`src/rtl/clk_gate_pkg.sv`:
```
// Shared types for the mainband clock-gate sequencer: FSM encoding,
// requester indices and the counter width helper.
package clk_gate_pkg;

  typedef enum logic [2:0] {
    GATED   = 3'd0,
    SETTLE  = 3'd1,
    WAIT_UP = 3'd2,
    ACTIVE  = 3'd3,
    IDLE    = 3'd4,
    WAIT_DN = 3'd5
  } cg_state_e;

  localparam int REQ_ADAPTER  = 0;
  localparam int REQ_SB_MSG   = 1;
  localparam int REQ_SB_TRAIN = 2;

  // One counter serves every timed phase, so size it for the longest one.
  function automatic int cnt_width(input int a, input int b, input int c);
    int m;
    m = a;
    if (b > m) m = b;
    if (c > m) m = c;
    return $clog2(m + 1);
  endfunction

endpackage

```
`src/rtl/cg_down_counter.sv`:
```
// Loadable down-counter that holds at zero; zero flag drives phase exits.
module cg_down_counter #(
  parameter int W = 8
) (
  input  logic         clk,
  input  logic         rst_n,
  input  logic         load,
  input  logic [W-1:0] load_val,
  output logic         zero
);

  logic [W-1:0] cnt;

  always_ff @(posedge clk or negedge rst_n) begin
    if (!rst_n)     cnt <= '0;
    else if (load)  cnt <= load_val;
    else if (!zero) cnt <= cnt - 1'b1;
  end

  assign zero = (cnt == '0);

endmodule

```
`src/rtl/clk_gate_sequencer.sv`:
```
// RDI mainband clock-gate sequencer: wake arbitration, settle/ack handshake,
// idle-qualified gating, timeout supervision. Debug ports under CLK_GATE_DBG_EN.
module clk_gate_sequencer
  import clk_gate_pkg::*;
#(
  parameter int NUM_REQ       = 3,
  parameter int SETTLE_CYCLES = 8,
  parameter int IDLE_CYCLES   = 16,
  parameter int ACK_TIMEOUT   = 256
) (
  input  logic               i_clk,
  input  logic               i_rst_n,
  input  logic [NUM_REQ-1:0] i_wake_req,
  input  logic               i_gate_req,
  input  logic               i_clk_ungated_ack,
  output logic               o_clk_gate_en,
  output logic [NUM_REQ-1:0] o_wake_ack,
  output logic               o_busy,
  output logic               o_timeout_err
`ifdef CLK_GATE_DBG_EN
  ,
  output logic [2:0]         o_dbg_state,
  output logic [7:0]         o_dbg_timeout_cnt
`endif
);

  localparam int CNT_W = cnt_width(SETTLE_CYCLES, IDLE_CYCLES, ACK_TIMEOUT);
  localparam logic [CNT_W-1:0] SETTLE_LD = CNT_W'(SETTLE_CYCLES - 1);
  localparam logic [CNT_W-1:0] IDLE_LD   = CNT_W'(IDLE_CYCLES - 1);
  localparam logic [CNT_W-1:0] TMO_LD    = CNT_W'(ACK_TIMEOUT - 1);

  cg_state_e          state, nxt;
  logic               cnt_load, cnt_zero;
  logic [CNT_W-1:0]   cnt_ld_val;
  logic               en_d, tmo_d;
  logic [NUM_REQ-1:0] ack_d;
  logic               any_req;

  assign any_req = |i_wake_req;

  cg_down_counter #(.W(CNT_W)) u_cnt (
    .clk      (i_clk),
    .rst_n    (i_rst_n),
    .load     (cnt_load),
    .load_val (cnt_ld_val),
    .zero     (cnt_zero)
  );

  always_ff @(posedge i_clk or negedge i_rst_n) begin
    if (!i_rst_n) begin
      state         <= GATED;
      o_clk_gate_en <= 1'b0;
      o_wake_ack    <= '0;
      o_timeout_err <= 1'b0;
    end else begin
      state         <= nxt;
      o_clk_gate_en <= en_d;
      o_wake_ack    <= ack_d;
      o_timeout_err <= tmo_d;
    end
  end

  always_comb begin
    nxt = state;
    unique case (state)
      GATED:   if (any_req) nxt = SETTLE;
      SETTLE:  if (cnt_zero) nxt = WAIT_UP;
      WAIT_UP: if (i_clk_ungated_ack) nxt = ACTIVE;
               else if (cnt_zero)     nxt = GATED;
      // A wake in the same cycle as the gate request keeps us ACTIVE.
      ACTIVE:  if (i_gate_req && !any_req && ~|o_wake_ack) nxt = IDLE;
      IDLE:    if (any_req || !i_gate_req) nxt = ACTIVE;
               else if (cnt_zero)         nxt = WAIT_DN;
      // Wakes seen here wait for GATED so the enable never glitches high.
      WAIT_DN: if (!i_clk_ungated_ack || cnt_zero) nxt = GATED;
      default: nxt = GATED;
    endcase
    cnt_load   = (nxt != state);
    cnt_ld_val = '0;
    case (nxt)
      SETTLE:           cnt_ld_val = SETTLE_LD;
      IDLE:             cnt_ld_val = IDLE_LD;
      WAIT_UP, WAIT_DN: cnt_ld_val = TMO_LD;
      default:          cnt_ld_val = '0;
    endcase
  end

  always_comb begin
    en_d   = nxt inside {SETTLE, WAIT_UP, ACTIVE, IDLE};
    ack_d  = (state == ACTIVE) ? i_wake_req : '0;
    tmo_d  = cnt_zero && ((state == WAIT_UP && !i_clk_ungated_ack) ||
                          (state == WAIT_DN &&  i_clk_ungated_ack));
    o_busy = state inside {SETTLE, WAIT_UP, IDLE, WAIT_DN};
  end

`ifdef CLK_GATE_DBG_EN
  assign o_dbg_state = state;

  always_ff @(posedge i_clk or negedge i_rst_n) begin
    if (!i_rst_n)                           o_dbg_timeout_cnt <= '0;
    else if (tmo_d && o_dbg_timeout_cnt != 8'hFF) o_dbg_timeout_cnt <= o_dbg_timeout_cnt + 8'd1;
  end
`endif

endmodule

```
`config.mk`:
```
export PLATFORM = sky130hd
export DESIGN_NAME = clk_gate_sequencer
export DESIGN_NICKNAME = d
export VERILOG_FILES = /design/src/rtl/clk_gate_pkg.sv /design/src/rtl/cg_down_counter.sv /design/src/rtl/clk_gate_sequencer.sv
export SDC_FILE = /design/constraint.sdc
export NUM_CORES = 1
export LEC_CHECK = 0
export BUFFER_PORTS_ARGS = -buffer_cell sky130_fd_sc_hd__buf_2
export CAP_MARGIN = 20
export CORE_UTILIZATION = 56
export CTS_CLUSTER_DIAMETER = 80
export CTS_CLUSTER_SIZE = 40
export DETAILED_ROUTE_END_ITERATION = 8
export PLACE_DENSITY_LB_ADDON = 0.25
export SYNTH_ARGS = -nofsm -noshare
export SYNTH_HDL_FRONTEND = slang
export SYNTH_HIERARCHICAL = 1
export SYNTH_SLANG_ARGS = --single-unit
```
`constraint.sdc`:
```
create_clock -name i_clk -period 3.58 [get_ports i_clk]
set_input_delay 0.716 -clock i_clk [delete_from_list [all_inputs] [get_ports i_clk]]
set_output_delay 0.716 -clock i_clk [all_outputs]
set_load 0.05 [all_outputs]
```
==> results.toml <==
[cts]
cts_tree = "done"
htreeDepth = 1
clock_path_buffers = 2
insertion_delay_ps = 300
cts-root-buf = "clkbuf_4"
clkSinkCount = 17
cts.clk_slew.worst_paths_ps = 100
cts_hold_buffers = 0
cts_resized = 0
cts_made_buffers = 3
post_cts_buffers = 0

[pwr]
p_comb_frac = 0.583
switching_share = 0.4981
p_clk_frac = 0.091
p_total_mw = 1.176
p_int_mw = 0.5903
power_per_cell_area_nw_per_um2 = 978.2
cellLeakagePower_nw = 0.5071
ir_drop_uv = 558.6
p_seq_frac = 0.326
power_switching_mw = 0.5859

[critical_path]
crit_type = "register to register"
timing.rr.end = "u_cnt/cnt[6]"
r2r_slack_ps = 340
critPathMaxFanout = 7
ff2ff_path_depth = 10
r2r-start = "u_cnt/cnt[0]"
cp_data_required_time_ps = 3820
cp.arrival_ps = 3480
end_kind = "register"
cp-start-kind = "register"

[floorplanning]
core_area_sq_um = 1783
row_count = 15
die_height_um = 46.22
io_pins = 13
die_w_um = 46.22
die-area_sq_um = 2136
start_util = 0.6140

[logic_synthesis]
async_flop_share = 1.000
syn_inst = 121
ys_top_cells_by_count = "dfrtp_1 (17), nand2_1 (10), nor2_1 (9)"
yosysUniqueCellTypes = 48
synth_fp_nets = 129
synth_area_per_cell_sq_um = 9.048
synth.largest_area_cell = "dfrtp_1"
synth_edf_count = 0
synth.cell_area_sq_um = 1095
synth-seq-cells = 17
yosysTopAreaCellShare = 0.3886
yosysWarnings = 6
yosys_most_used_dff = "dfrtp_1"
yosysSeqAreaShare = 0.3886
yosysMostFrequentCell = "dfrtp_1"
synth_top_cells_by_area = "dfrtp_1 (39%), a21oi_1 (3.7%), nand2_1 (3.4%)"

[drt]
drtAntennaViolNets = 0
firstDrtPassIters = 4
drt-total-wl_mm = 2.300
drc_errors = 0
viasPerCell = 6.215
drtIter0Drc = 25
vias = 982
wire_per_inst_um = 14.56

[timing]
finalSetupViolations = 0
max-slew-margin-rel = 0.5290
skew_ps = 4.890
fin_crit_sh = 0.9038
maxSlewViolCount = 0
maxClockFrequency_mhz = 309.1
finalSetupTns_ps = 0
fin_crit_ps = 3235
worst_pin_slew_ps = 696.6
hold_viol_final = 0
rsz0062_at_grt = "false"

[global_routing]
grt-ovfl-total = 0
grt_max_degree = 18
grt_pass1_vias = 903
grt_pass1_wl_mm = 3.870
grt.total_usage = 0.2608
antenna_found_initial = 0

[placed_design]
placed_cells = 154
hpwl_mm = 1.661
place_congestion = 0.8755
io_buffers = 12

[finish]
fin_util = 0.6744
instances_no_fill = 158
fin_nets = 142
area_delta_synth_final_pct = 9.828
drive_gt1_frac = 0.2030
antenna_cells = 0
nFillCells = 152

[hold_path]
min_path_type = "primary input to async pin"

[status]
status = "complete, no violations"

[flow_run]
drv_cap = 0
## routing by layer
metal | GRT usage | up-vias | share of wire
li1 | - | 478 | -
met1 | 0.3456 | 472 | 0.46
met2 | 0.3887 | 27 | 0.48
met3 | 0.04314 | 5 | 0.037
met4 | 0.1706 | 0 | 0.022
met5 | 0 | - | 0
## worst max-delay path, cell delays in order (launching register included)
cell,delay [ps]
dfrtp_1,430
inv_1,100
ha_1,220
or4b_2,660
nor2_1,160
nor4b_1,110
a2111oi_4,460
mux2_1,210
nand3_1,190
or4_1,560
nand3_1,90
## metrics by stage
stage               hold slack (ps)  setup WS [ps]  area, sq um
CTS                           328.3          353.4         1202
finish                        312.3          344.5         1202
detailed placement            608.0          388.9         1176
floorplan                     420.4          300.7         1095
global route                  339.1          85.51         1202
global placement              600.8          518.7         1176
## state kept, by name, summed over array words and instances (netlist names)
signal         flops
o_timeout_err      1
u_cnt/cnt          9
o_wake_ack         3
state              3
o_clk_gate_en      1
## area by class of cell
cell class	count	area, sq um	area share
Multi-Input combinational cell	91	618.1	0.5140
Sequential cell	17	425.4	0.3538
Clock buffer	4	26.28	0.02185
Inverter	7	26.28	0.02185
Tap cell	25	31.28	0.02601
Timing Repair Buffer	14	75.07	0.06244
## cells by family (layout without fill, tap and decap cells)
logic type                 after synthesis  after routing  share of synthesized area
and+or+nand+nor                         52             52                     0.2926
AOI/OAI and AO/OA                       34             34                     0.2309
DFF                                     17             17                     0.3886
buffers and inverters                   13             25                    0.04685
xor gates and xnor gates                 2              2                    0.01600
adders and majority gates                1              1                    0.01143
other                                    1              1                   0.003425
muxes                                    1              1                    0.01028
## cell usage in the layout, fill, tap and decap left out, drive strengths merged, types with 2 or more instances in the layout
master / netlist / layout
a21boi: 2 / 2
o22ai: 2 / 2
nor2b: 3 / 3
or4b: 2 / 2
nor3: 3 / 3
a21oi: 8 / 8
dfrtp: 17 / 17
nand2: 10 / 10
o31ai: 3 / 3
or4: 4 / 4
inv: 7 / 7
nor2: 9 / 9
nor4b: 3 / 3
and3: 3 / 3
o21ai: 6 / 6
nand3: 4 / 4
or3b: 2 / 2
xnor2: 2 / 2
buf: 2 / 14
a211o: 2 / 2
clkbuf: 4 / 4
nand3b: 2 / 2
nor4: 3 / 3
## power by group through the flow
| stage | Sequential (mW) | Clock (mW) | Combinational, mW |
|---|---|---|---|
| 2_1_floorplan | 0.382 | 0 | 0.534 |
| 3_3_place_gp | 0.379 | 0 | 0.661 |
| 3_5_place_dp | 0.384 | 0 | 0.677 |
| 4_1_cts | 0.381 | 0.108 | 0.681 |
| 5_1_grt | 0.397 | 0.115 | 0.767 |
| 6_report | 0.383 | 0.107 | 0.686 |
## worst max path at each step
stage / start / to / slack (ps) / depth (start not counted)
floorplan: u_cnt/cnt[0] / u_cnt/cnt[6] / 300 / 11
global placement: u_cnt/cnt[0] / u_cnt/cnt[6] / 520 / 10
detailed placement: u_cnt/cnt[0] / u_cnt/cnt[6] / 390 / 10
CTS: u_cnt/cnt[0] / u_cnt/cnt[6] / 350 / 10
global route: u_cnt/cnt[0] / u_cnt/cnt[6] / 90 / 10
finish: u_cnt/cnt[0] / u_cnt/cnt[6] / 340 / 10
Power figures use the tool's default switching activity.
